File: src/rtl/pc_fetch_unit.sv
// -----------------------------------------------------------------------------
// pc_fetch_unit
//
// Instruction-fetch stage. Owns the program counter, issues one instruction
// memory request at a time over a valid/ready handshake and hands
// {pc, pc+PC_STEP, instruction} to decode over a second valid/ready
// handshake. Branch/jump redirects from later stages retarget the PC. A
// response already in flight when a redirect lands is discarded.
//
// Parameters
//   ADDR_W    PC / memory address width
//   INSN_W    instruction word width
//   PC_STEP   sequential PC increment (power of two, >= 1)
//   RESET_PC  PC loaded on reset
//
// Ports
//   clk, rst          clock; synchronous active-high reset
//   redirect_valid    redirect request from execute/branch logic
//   redirect_pc       redirect target (low log2(PC_STEP) bits ignored)
//   imem_req_valid    fetch request valid
//   imem_req_addr     fetch address
//   imem_req_ready    memory accepts the request
//   imem_rsp_valid    fetch response valid (one per accepted request)
//   imem_rsp_data     fetched instruction
//   if_valid          instruction valid to decode
//   if_ready          decode accepts the instruction
//   if_pc             address of the presented instruction
//   if_pc_next        if_pc + PC_STEP (wraps modulo 2^ADDR_W)
//   if_insn           presented instruction
// -----------------------------------------------------------------------------
module pc_fetch_unit #(
    parameter int unsigned        ADDR_W   = 32,
    parameter int unsigned        INSN_W   = 32,
    parameter int unsigned        PC_STEP  = 4,
    parameter logic [ADDR_W-1:0]  RESET_PC = '0
) (
    input  logic              clk,
    input  logic              rst,

    input  logic              redirect_valid,
    input  logic [ADDR_W-1:0] redirect_pc,

    output logic              imem_req_valid,
    output logic [ADDR_W-1:0] imem_req_addr,
    input  logic              imem_req_ready,
    input  logic              imem_rsp_valid,
    input  logic [INSN_W-1:0] imem_rsp_data,

    output logic              if_valid,
    input  logic              if_ready,
    output logic [ADDR_W-1:0] if_pc,
    output logic [ADDR_W-1:0] if_pc_next,
    output logic [INSN_W-1:0] if_insn
);

    localparam logic [ADDR_W-1:0] STEP       = ADDR_W'(PC_STEP);
    // Clears the sub-instruction offset bits of a redirect target.
    localparam logic [ADDR_W-1:0] ALIGN_MASK = ~(STEP - ADDR_W'(1));

    typedef enum logic [1:0] {
        IDLE,
        REQ,
        WAIT,
        HOLD
    } state_t;

    state_t              r_state;
    state_t              w_state_nxt;

    logic [ADDR_W-1:0]   r_pc;
    logic [ADDR_W-1:0]   w_pc_nxt;
    // Set when the outstanding request belongs to a path abandoned by a
    // redirect; its response must be thrown away.
    logic                r_drop;
    logic                w_drop_nxt;

    logic [ADDR_W-1:0]   r_if_pc;
    logic [ADDR_W-1:0]   r_if_pc_next;
    logic [INSN_W-1:0]   r_if_insn;
    logic                w_capture;

    logic [ADDR_W-1:0]   w_redir_tgt;
    logic [ADDR_W-1:0]   w_pc_inc;

    assign w_redir_tgt = redirect_pc & ALIGN_MASK;
    assign w_pc_inc    = r_pc + STEP;

    // -------------------------------------------------------------------------
    // State register (plus PC, drop flag and the decode-facing holding regs)
    // -------------------------------------------------------------------------
    always_ff @(posedge clk) begin
        if (rst) begin
            r_state      <= IDLE;
            r_pc         <= RESET_PC;
            r_drop       <= 1'b0;
            r_if_pc      <= '0;
            r_if_pc_next <= '0;
            r_if_insn    <= '0;
        end else begin
            r_state <= w_state_nxt;
            r_pc    <= w_pc_nxt;
            r_drop  <= w_drop_nxt;
            if (w_capture) begin
                r_if_pc      <= r_pc;
                r_if_pc_next <= w_pc_inc;
                r_if_insn    <= imem_rsp_data;
            end
        end
    end

    // -------------------------------------------------------------------------
    // Next-state logic
    // -------------------------------------------------------------------------
    always_comb begin
        w_state_nxt = r_state;
        w_pc_nxt    = r_pc;
        w_drop_nxt  = r_drop;
        w_capture   = 1'b0;

        unique case (r_state)
            IDLE: begin
                // Redirects are not honoured here.
                w_state_nxt = REQ;
            end

            REQ: begin
                if (redirect_valid) begin
                    w_pc_nxt = w_redir_tgt;
                    // Request accepted this cycle targets the old path.
                    if (imem_req_ready) begin
                        w_drop_nxt = 1'b1;
                    end
                end
                if (imem_req_ready) begin
                    w_state_nxt = WAIT;
                end
            end

            WAIT: begin
                if (imem_rsp_valid) begin
                    if (redirect_valid) begin
                        // Response consumed and discarded; nothing left in
                        // flight, so the drop flag is cleared, not set.
                        w_pc_nxt    = w_redir_tgt;
                        w_drop_nxt  = 1'b0;
                        w_state_nxt = REQ;
                    end else if (r_drop) begin
                        w_drop_nxt  = 1'b0;
                        w_state_nxt = REQ;
                    end else begin
                        w_capture   = 1'b1;
                        w_pc_nxt    = w_pc_inc;
                        w_state_nxt = HOLD;
                    end
                end else if (redirect_valid) begin
                    w_pc_nxt   = w_redir_tgt;
                    w_drop_nxt = 1'b1;
                end
            end

            HOLD: begin
                // A redirect masks if_valid, so a coincident if_ready is
                // not a transfer.
                if (redirect_valid) begin
                    w_pc_nxt    = w_redir_tgt;
                    w_state_nxt = REQ;
                end else if (if_ready) begin
                    w_state_nxt = REQ;
                end
            end

            default: begin
                w_state_nxt = IDLE;
            end
        endcase
    end

    // -------------------------------------------------------------------------
    // Output logic
    // -------------------------------------------------------------------------
    always_comb begin
        imem_req_valid = (r_state == REQ);
        imem_req_addr  = r_pc;
        if_valid       = (r_state == HOLD) && !redirect_valid;
        if_pc          = r_if_pc;
        if_pc_next     = r_if_pc_next;
        if_insn        = r_if_insn;
    end

endmodule

File: config.mk
export PLATFORM = sky130hd
export DESIGN_NAME = pc_fetch_unit
export DESIGN_NICKNAME = d
export VERILOG_FILES = /design/src/rtl/pc_fetch_unit.sv
export SDC_FILE = /design/constraint.sdc
export NUM_CORES = 1
export LEC_CHECK = 0
export CAP_MARGIN = 20
export CORE_AREA = 2 2 170 156
export DETAILED_ROUTE_END_ITERATION = 8
export DIE_AREA = 0 0 172 158
export MAX_ROUTING_LAYER = met4
export PLACE_DENSITY = 0.5
export SLEW_MARGIN = 40
export SYNTH_ARGS = -nofsm -noshare
export SYNTH_HDL_FRONTEND = slang
export SYNTH_SLANG_ARGS = --single-unit
export TNS_END_PERCENT = 100
File: constraint.sdc
create_clock -name clk -period 2.7 [get_ports clk]
set_input_delay 0.54 -clock clk [delete_from_list [all_inputs] [get_ports clk]]
set_output_delay 0.54 -clock clk [all_outputs]
set_load 0.1 [all_outputs]
After elaboration in Yosys (flattened, before gate mapping)
Index checks and enable logic that the tools add are counted.
{"block": "word_totals", "reg_bits": 131, "latchBits": 0, "ramBits": 0, "romBits": 0, "in_bits": 70, "wordCells": 46, "mem_count": 0}
{"block": "op_classes", "n_addsub": 1, "mul": 0, "div": 0, "order_cmp": 0, "eq_ne": 9, "shifts": 0, "mux": 21, "n_bitwise": 0, "reduce_logical": 9}
{"cell": "2-to-1 mux 32 bit", "n": 4}
{"cell": "case mux 32 bit (2 select lines)", "n": 1}
{"cell": "adder 32 x 3 -> 32 bit (second input constant)", "n": 1}
{"cell": "2-to-1 mux 2 bit", "n": 6}
{"cell": "2-to-1 mux 1 bit", "n": 8}
{"cell": "case mux 2 bit (4 select lines)", "n": 1}
{"cell": "!= test 3 bit (second input constant)", "n": 2}
{"cell": "== test 2 bit (second input constant)", "n": 2}
{"cell": "!= test 2 bit (second input constant)", "n": 2}
{"cell": "!= test 4 bit (second input constant)", "n": 1}
{"cell": "AND reduction 4 bit", "n": 1}
{"cell": "nonzero test 2 bit", "n": 2}
{"cell": "AND reduction 3 bit", "n": 1}
{"cell": "== test 2 x 1 -> 1 bit (second input constant)", "n": 1}
{"cell": "logical NOT 2 bit", "n": 1}
{"cell": "!= test 2 x 1 -> 1 bit (second input constant)", "n": 1}
{"cell": "case mux 1 bit (2 select lines)", "n": 1}
{"cell": "AND reduction 2 bit", "n": 1}
{"cell": "OR reduction 2 bit", "n": 1}
{"cell": "logical AND 1 bit", "n": 1}
{"cell": "logical NOT 1 bit", "n": 1}

Longest topological paths before layout
{"block": "depth", "ltp_word": 5, "ltp_mapped": 9, "mapped_depth_nobuf": 7}

Worst setup path before layout
OpenSTA, ideal clock, no wires.
{"block": "synth_path", "path_type": "input-to-reg", "start": "input port redirect_valid", "end": "register r_state[1]", "setup_ns": 0.071, "t_arrival_ns": 2.719, "setup_slack_ns": -0.090, "path_stages": 5, "cell_sequence": "buf_2 > nor2b_1 > a211oi_1 > nand2b_1 > a21oi_1"}
{"block": "synth_via", "elab_chain_cells": 3}
{"item": "start, declared", "line_no": "40", "source": "input logic redirect_valid,"}
{"item": "2-to-1 mux 2 bit", "line_no": "141", "source": "if (redirect_valid) begin"}
{"item": "2-to-1 mux 2 bit", "line_no": "140", "source": "if (imem_rsp_valid) begin"}
{"item": "case mux 2 bit (4 select lines)", "line_no": "120", "source": "unique case (r_state)"}
{"item": "end signal, assigned", "line_no": "100", "source": "r_state <= w_state_nxt;"}
{"item": "end, declared", "line_no": "67", "source": "state_t r_state;"}
Several ways; a longest one is shown, not always the timed one. The select of a mux whose other input is x is not followed.
A chain may end at the register's enable or synchronous reset.

Worst setup path after layout
{"block": "layout_path", "start": "register r_pc[13] (netlist: imem_req_addr[13])", "end": "register r_pc[30] (netlist: imem_req_addr[30])"}
{"block": "layout_via", "elab_chain_cells": 5}
{"item": "start, declared", "line_no": "70", "source": "logic [ADDR_W-1:0] r_pc;"}
{"item": "start signal, assigned", "line_no": "101", "source": "r_pc <= w_pc_nxt;"}
{"item": "adder 32 x 3 -> 32 bit", "line_no": "86", "source": "assign w_pc_inc = r_pc + STEP;"}
{"item": "2-to-1 mux 32 bit", "line_no": "147", "source": "end else if (r_drop) begin"}
{"item": "2-to-1 mux 32 bit", "line_no": "141"}
{"item": "2-to-1 mux 32 bit", "line_no": "140"}
{"item": "case mux 32 bit (2 select lines)", "line_no": "120"}
Every way passes these cells. The select of a mux whose other input is x is not followed.

==> results by group <==
Outcome
  – Status: finished, final reports clean

Place
  – HPWL Detailed: between 10000 and 15000 um
  – I/O Buffers: a little under 200
  – Post-DP Area: a little under 8000 sq um
  – Place WS: roughly 250 ps
  – Gpl congestion: about 0.78

Yosys
  – Largest family of logic cells by synthesized area: simple AND/OR/NAND/NOR gates
  – XOR/XNOR Fraction of Synth Area: 4.11%
  – Number of synthesized flops with an enable pin: 0
  – Syn. warnings: 0
  – Asr flop ratio synth: 0%
  – Syn Nets: approximately 800
  – Yosys top cell by area: dfxtp_1
  – Gate Count Post-Synth: approximately 720
  – Complex-gate fraction of the synthesized area: around 19%
  – Post-synthesis mux area share: less than 1%
  – Seq/Total Area, Yosys: 44.9%
  – Synth top area cells: dfxtp_1 45%, nand2_1 9.6%, a21oi_1 7.2%
  – Synthesized area per cell: about 8.0 sq um
  – Post-Synth Adder-Cell Area: 1.30%
  – Synth Flop Type: dfxtp_1
  – Synth Area in Simple Gates: between 20% and 30%
  – Mapped Area: 5760 sq um
  – #FFs+latches synth: roughly 130
  – Post-synth top area share: ~45%
  – Synth cell types: 55

Setup path
  – Critical path endpoint category: flop
  – CP Max Fanout: 8
  – CP Data Required Time: 3030 ps
  – CP startpoint kind: flop
  – Crit path DAT: about 2600 ps
  – CP Class: reg -> reg

Timing
  – Final setup TNS: 0 ps
  – Max-Slew Margin vs Limit: roughly three fifths
  – Worst-Margin Slew: approximately 630 ps
  – Max Clk Rate: 451 MHz
  – Clock Skew: about 11 ps
  – Slew Viols, Final: 0
  – Final worst slack: 482 ps
  – Final period utilization: roughly 82%
  – Setup violations, final: 0
  – Final hold viol count: 0
  – Period minus WS final: approximately 2200 ps
  – RSZ-0062 raised after global routing: no

Global route
  – Overflow after GRT: 0
  – Vias in the first global route: approximately 5300
  – Largest net degree at the start of global routing: 87
  – First-pass GRT wire length: about 31000 um
  – Initial antenna violation count: 0
  – Overall routing resource usage: between 10% and 20%

Cells and area
  – Most common cell after layout, fill and taps aside: buf_4
  – Layout cell share with drive strength beyond 1: 23.5%
  – Most frequent cells in the layout: 161 x buf_4, 147 x nand2_1, 125 x dfxtp_1
  – Area Overhead vs Synth: 48.1%
  – Final Util: 33.4%
  – Layout Nets: about 990
  – N_diodes: 0
  – Fin area: 8520 sq um

Clock tree
  – Clk root buf: clkbuf_16
  – Num CTS Buffers: 17
  – Post-CTS Hold Fix Bufs: 0
  – # H-tree levels: 4
  – Reg clk slew, reported paths: about 60 ps
  – Max clock buf depth: 2
  – TritonCTS clock tree: yes
  – Post-CTS Resized: 0
  – Postcts setup bufs: 0
  – TritonCTS Sinks: ~130
  – Worst skew pair latency: 420 ps

Routing
  – Final WL: ~21000 um
  – Residual DRC count: 0
  – WL/cell: 16.2 um
  – Pre-antenna DRT Iters: 5
  – Drt via density: roughly 4.5
  – Iter 0 DRT Violations: around 410
  – DR vias: 5694
  – Detail Route Antenna Nets: 0

Run
  – Max cap viols: 0

Min path
  – Worst hold path type: reg -> reg

Floorplan
  – Die area: roughly 27000 sq um
  – I/O Pins: 200
  – Die Y-Extent: ~160 um
  – Core area: between 20000 and 30000 sq um
  – Die Span X: 172 um
  – Row cnt: 56
  – Initial Util: between 20% and 30%

Power
  – Power per Cell Area: 667 nW/um^2
  – Leakage Power: ~0.0032 uW
  – Max IR drop VDD: between 0.3 and 0.4 mV
  – Tot Pwr: 5680 uW
## registers in the layout, indices dropped and copies added (netlist names)
register / flops
r_state: 2
imem_req_addr: 32
if_pc_next: 30
r_drop: 1
if_insn: 32
if_pc: 32
## metal layers
metal | vias up | track usage (%) | routed length, um
li1 | 2876 | - | -
met1 | 2647 | 20.5 | 9570
met2 | 158 | 24.0 | 9520
met3 | 13 | 3.57 | 1230
met4 | 0 | 3.88 | 236
met5 | - | - | 0
## power by group
part	internal, uW	switching [uW]
registers	1980	103
logic	374	849
clock network	1500	884
total	3850	1840
## cells in the mapped netlist (all sizes together), types with 6 or more instances
library cell  number
a211oi            30
a21oi             83
a22oi             10
and3               8
buf               17
clkbuf            46
dfxtp            129
ha                 6
inv               10
nand2            148
nand3             26
nand4             16
nor2              68
nor2b              6
nor3              15
o21ai             10
or3                6
xnor2             10
xor2              17
## worst paths after layout
path	cells after the start	end	slack, ps	startpoint
min	2	if_insn[26]$_SDFFE_PP0P_	450	if_insn[26]$_SDFFE_PP0P_
max reg2reg	5	imem_req_addr[30]$_SDFFE_PP0P_	480	imem_req_addr[13]$_SDFFE_PP0P_
min reg2reg	2	if_insn[26]$_SDFFE_PP0P_	450	if_insn[26]$_SDFFE_PP0P_
max	5	imem_req_addr[30]$_SDFFE_PP0P_	480	imem_req_addr[13]$_SDFFE_PP0P_
## per-stage QoR
step	hold slack, ps	cells
final	452	1271
after global routing	472	1271
after CTS	456	1271
after detailed placement	447	1240
after global placement	444	1240
after floorplan	440	722
## layout make-up
type	count	area, sq um
timing repair buffer	233	1990
sequential	129	2590
tap	348	435
clock buffer	22	464
fill	2797	17000
inverter	10	37.5
clock inverter	9	131
multi-input combinational	520	2880
## worst max-delay path: stages, from the launching register on
cell,delay [ps]
dfxtp_1,550
nand4_1,250
nor3_2,580
nand4_1,290
or3_1,400
o211ai_1,80
## logic make-up (layout without fill, tap and decap cells)
kind of cell / Yosys count / after routing
fa+ha+maj: 6 / 6
simple gates: 316 / 316
buf+inv: 73 / 274
mux: 1 / 1
xor+xnor: 27 / 27
flops: 129 / 129
compound gates: 170 / 170
(Power assumes the default switching activity.)
